<file path="config.mk">
export PLATFORM = sky130hd
export DESIGN_NAME = fetch_queue
export DESIGN_NICKNAME = d
export VERILOG_FILES = /design/src/rtl/fetch_queue.sv
export SDC_FILE = /design/constraint.sdc
export NUM_CORES = 1
export LEC_CHECK = 0
export ABC_AREA = 1
export CAP_MARGIN = 5
export CORE_MARGIN = 1.5
export CORE_UTILIZATION = 25
export CTS_BUF_LIST = sky130_fd_sc_hd__clkbuf_8
export DETAILED_ROUTE_END_ITERATION = 8
export DONT_BUFFER_PORTS = 1
export PLACE_DENSITY = 0.35
export SETUP_SLACK_MARGIN = 0.05
export SLEW_MARGIN = 20
export SYNTH_ARGS = -nofsm -noshare
export SYNTH_HDL_FRONTEND = slang
export SYNTH_SLANG_ARGS = --single-unit
</file>
<file path="constraint.sdc">
create_clock -name clock -period 6 [get_ports clock]
set_input_delay 0.9 -clock clock [delete_from_list [all_inputs] [get_ports clock]]
set_output_delay 0.9 -clock clock [all_outputs]
set_load 0.02 [all_outputs]
</file>
<file path="src/rtl/fetch_queue.sv">
// fetch_queue: instruction prefetch queue in front of a one-cycle-latency
// instruction memory. It issues sequential 16-bit fetches and buffers the
// responses in a small ring buffer. The consumer sees them through a
// valid/ready handshake. A redirect restarts fetching at a new address, and a
// fetched 16'hFFFF halt word stops all further fetching.
module fetch_queue #(
  parameter int DEPTH = 2
) (
  input  logic        clock,
  input  logic        reset,
  output logic        imem_req,
  output logic [15:0] imem_addr,
  input  logic [15:0] imem_rdata,
  input  logic        redirect,
  input  logic [15:0] redirect_pc,
  output logic        instr_valid,
  input  logic        instr_ready,
  output logic [15:0] instr,
  output logic [15:0] instr_pc,
  output logic        halted
);

  localparam int PTR_W = $clog2(DEPTH);
  localparam int CNT_W = $clog2(DEPTH + 1);
  localparam int OCC_W = CNT_W + 1;
  localparam logic [OCC_W-1:0] DEPTH_L = OCC_W'(DEPTH);

  logic [15:0]      fetch_pc_r;
  logic             inflight_r;
  logic [15:0]      inflight_pc_r;
  logic             stop_r;
  logic             halted_r;
  logic [CNT_W-1:0] count_r;
  logic [PTR_W-1:0] head_r;
  logic [PTR_W-1:0] tail_r;
  logic [15:0]      word_mem_r [DEPTH];
  logic [15:0]      pc_mem_r   [DEPTH];

  logic             pop_s;
  logic             push_s;
  logic             halt_pop_s;
  logic [OCC_W-1:0] occupancy_s;

  assign imem_addr = fetch_pc_r;

  // Head presentation; everything the consumer sees is forced low during reset.
  always_comb begin
    instr_valid = ~reset & (count_r != {CNT_W{1'b0}});
    instr       = instr_valid ? word_mem_r[head_r] : 16'h0000;
    instr_pc    = instr_valid ? pc_mem_r[head_r]   : 16'h0000;
    halted      = halted_r & ~reset;
  end

  // Handshake decode and request issue: a new request is only made when
  // the queue will still have room for its response after this cycle's pop.
  always_comb begin
    pop_s       = instr_valid & instr_ready;
    push_s      = inflight_r & ~stop_r & ~redirect & ~reset;
    halt_pop_s  = pop_s & (instr == 16'hFFFF);
    occupancy_s = {1'b0, count_r}
                + {{CNT_W{1'b0}}, inflight_r}
                - {{CNT_W{1'b0}}, pop_s};
    imem_req    = ~reset & ~redirect & ~stop_r & (occupancy_s < DEPTH_L);
  end

  // Queue storage and the address of the outstanding request; no reset needed
  // because occupancy and the inflight flag qualify every use of these.
  always_ff @(posedge clock) begin
    if (push_s) begin
      word_mem_r[tail_r] <= imem_rdata;
      pc_mem_r[tail_r]   <= inflight_pc_r;
    end
    if (imem_req) begin
      inflight_pc_r <= fetch_pc_r;
    end
  end

  // Control state: reset, then redirect, then normal fetch/push/pop/halt.
  always_ff @(posedge clock) begin
    if (reset) begin
      fetch_pc_r <= 16'h0000;
      inflight_r <= 1'b0;
      stop_r     <= 1'b0;
      halted_r   <= 1'b0;
      count_r    <= {CNT_W{1'b0}};
      head_r     <= {PTR_W{1'b0}};
      tail_r     <= {PTR_W{1'b0}};
    end else if (redirect) begin
      fetch_pc_r <= {redirect_pc[15:1], 1'b0};
      inflight_r <= 1'b0;
      stop_r     <= 1'b0;
      halted_r   <= 1'b0;
      count_r    <= {CNT_W{1'b0}};
      head_r     <= {PTR_W{1'b0}};
      tail_r     <= {PTR_W{1'b0}};
    end else begin
      if (imem_req) begin
        fetch_pc_r <= fetch_pc_r + 16'h0002;
      end
      inflight_r <= imem_req;
      if (push_s) begin
        tail_r <= tail_r + PTR_W'(1);
        if (imem_rdata == 16'hFFFF) begin
          stop_r <= 1'b1;
        end
      end
      if (pop_s) begin
        head_r <= head_r + PTR_W'(1);
      end
      if (halt_pop_s) begin
        halted_r <= 1'b1;
      end
      count_r <= count_r + CNT_W'(push_s) - CNT_W'(pop_s);
    end
  end

endmodule

</file>
==> flow_summary.toml <==
[synthesis]
synth_area_sq_mm = 0.004563
synth_seq_area_share_pct = 60.76
synth_top_cell_by_area = "edfxtp_1"
ys_ff_latch = 100
synth_cell_types = 43
synth_warnings = 0
synthesis.area_per_instance_sq_um = 9.370
ys_top_cells_by_area = "edfxtp_1, nand2_1, dfxtp_1"
synthCells = 487
netlist.area_leader.share_pct = 50.67

[sta]
max-slew-margin-rel_pct = 43.35
setup_tns_ns = 0
clock.fmax_mhz = 247.2
finalHoldViolations = 0
timing.final.crit_period_ns = 4.046
fin_ws_ns = 1.954
worstMarginPinSlew_ns = 0.8497
final_max_slew_viol_count = 0
finalCritPeriodShare_pct = 67.43
setup_violations = 0
finClkSkew_ns = 0.008780
rsz0062_at_grt = "no"

[placed_design]
gp_congestion = 0.7531
port_buffers = 0
dpl.hpwl_um = 7355
post-place-ws_ns = 1.977

[grt]
grt_use_met2_pct = 19.01
met1_usage_pct = 15.67
grt_busiest_layer = "met2"
grt_util_all_layers_pct = 12.03
grt_pass1_vias = 3008
use_met3_pct = 2.667
antenna_found_initial = 0
grt_max_degree = 34
overflow = 0
grt_pass1_wl_um = 17430

[route]
viasPerCell = 4.191
drc = 0
drt_iter0_drc = 131
ant_nets = 0
num_vias = 3030
dr.pass1.iters = 4
drt-total-wl_um = 11030
detail_route.wl_per_cell_um = 15.25

[power]
vdd_drop_max_mv = 0.09802
pwr-share-clk_pct = 32.5
netSwitchingFraction_pct = 25.47
powerDensity_mw_per_mm2 = 251.9
pwr-share-comb_pct = 4.6
p_int_mw = 0.9350
net-switching-power_mw = 0.3194
sequentialPowerShare_pct = 62.9
p_leak_nw = 2.022

[min_path]
hold_start = "inflight_pc_r[9]"
hold_class = "reg -> reg"
whs_path_depth = 0
whs_endpoint = "pc_mem_r[1][9]"

[clocking]
numCtsBuffers = 9
ctsRootBufferMaster = "clkbuf_8"
htree_levels = 3
cts_hold_buf = 0
cts_tree = "done"
cts_resized = 0
post_cts_buffers = 0
cts_sinks = 100
clockBufferDepth = 2
path_clk_slew_ns = 0.10
insertion_delay_ns = 0.38

[die]
fp.dieH_um = 138.1
io_pins = 87
num_rows = 49
initial_core_util_pct = 25.49
core_sq_mm = 0.01790
die_x_um = 138.1
die_area_sq_mm = 0.01907

[worst_setup_path]
critPathArrivalTime_ns = 3.15
slowest_stage = "o21ai_2"
cp-start-kind = "flip-flop"
crit_type = "reg -> out"
path_cells = "o21ai_2 -> nor2_1 -> ha_1 -> inv_1 -> nand2_1 -> fa_1 -> a21boi_2 -> nand2_4 -> nor2_4"
rr_endpoint = "imem_addr[10]"
r2r-start = "count_r[1]"
crit_required_ns = 5.10
r2r_cells = 14
path_max_fanout = 17
cp_slowest_stage_delay_ns = 0.69
endpoint_kind = "primary output"
reg2reg_slack_ns = 2.46

[finish]
drive_above_1_share_pct = 8.502
area_growth_pct = 9.131
post-route-util_pct = 27.82
layout.nets = 530
diodes = 0

[job]
maxCapViolCount = 0

[status]
status = "finished, final reports clean"
## cell families (layout without fill, tap and decap cells)
family / Yosys count / after routing / share of synthesized area [%]
simple gates: 266 / 266 / 25.01
flops: 100 / 100 / 60.76
buf+inv: 81 / 87 / 7.733
compound gates: 28 / 28 / 3.702
fa+ha+maj: 5 / 5 / 1.536
xor+xnor: 5 / 5 / 0.9596
other cells: 1 / 2 / 0.08218
mux: 1 / 1 / 0.2194
## worst max-delay path: cells and delay by family, from the launching register on
family | cells | cell delay, ns
simple gates | 4 | 0.54
flops | 1 | 0.40
buf+inv | 1 | 0.06
fa+ha+maj | 2 | 0.80
compound gates | 2 | 0.97
## power by group through the flow
stage	clock, mW	sequential, mW	combinational, mW
floorplan	0	0.798	0.0505
global placement	0	0.805	0.0581
detailed placement	0	0.806	0.0585
CTS	0.428	0.790	0.0589
global route	0.455	0.793	0.0661
finish	0.408	0.789	0.0572
## final cells by class
type                    instances  area [sq um]
clock buffers                   9         123.9
clock inverters                 7         51.30
fillers                      1927         12920
inverters                      67         269.0
multi-input cells             307          1446
flip-flops and latches        100          2773
well taps                     229         286.5
repair buffers                  4         30.03
## worst max path at each step
stage | startpoint | to | slack [ns] | cells past startpoint
after floorplan | reset | imem_req | 2.21 | 12
after global placement | reset | imem_req | 2.00 | 10
after detailed placement | reset | imem_req | 1.98 | 10
after CTS | count_r[1] | imem_req | 1.78 | 9
after global routing | count_r[1] | imem_req | 1.60 | 9
final | count_r[1] | imem_req | 1.95 | 9
## cells in the mapped netlist (all sizes together)
master  count
nand2     161
edfxtp     77
inv        65
nor2       60
nand3      30
dfxtp      23
a21oi      14
buf        11
o21ai       7
nand4       6
or2         5
ha          4
xnor2       4
a21boi      3
clkbuf      3
nor3        3
o21bai      3
clkinv      2
conb        1
fa          1
mux2i       1
nor3b       1
o211ai      1
xor2        1
## flip-flops by register name, indices dropped and copies added (netlist names), named ones only
name and flops:
head_r 1, count_r 2, pc_mem_r 30, imem_addr 15
word_mem_r 32, halted_r 1, inflight_r 1, stop_r 1
inflight_pc_r 15, tail_r 1
## per-stage QoR
| step | power, mW | hold WS (ns) | cell area, sq um | std cells |
|---|---|---|---|---|
| after floorplan | 0.8482 | 0.4215 | 4567 | 488 |
| after global placement | 0.8636 | 0.4271 | 4805 | 707 |
| after detailed placement | 0.8642 | 0.4304 | 4805 | 707 |
| after CTS | 1.276 | 0.4562 | 4980 | 723 |
| after global routing | 1.314 | 0.4755 | 4980 | 723 |
| final | 1.254 | 0.4549 | 4980 | 723 |
## routing by layer
metal | routed length [um] | share of wire (%) | up-vias
met3 | 546 | 5.0 | 17
met4 | 238 | 2.2 | 0
met5 | 0 | 0 | -
met1 | 5118 | 46 | 1377
met2 | 5122 | 46 | 79
li1 | - | - | 1557
## layout by cell type, fill, tap and decap left out, types with 2 or more instances in the layout
cell and instances:
a21boi_1 2, a21oi_1 13, buf_4 4, clkbuf_8 9, clkinvlp_4 3, conb_1 2, dfxtp_1 23, edfxtp_1 77
ha_1 4, inv_1 60, inv_2 5, nand2_1 158, nand3_1 28, nand4_1 6, nor2_1 55, nor2_2 3
nor3_1 3, o21ai_0 2, o21ai_1 4, o21bai_1 3, or2_2 3, xnor2_1 4
No activity file was read; power rests on OpenSTA's default activity.
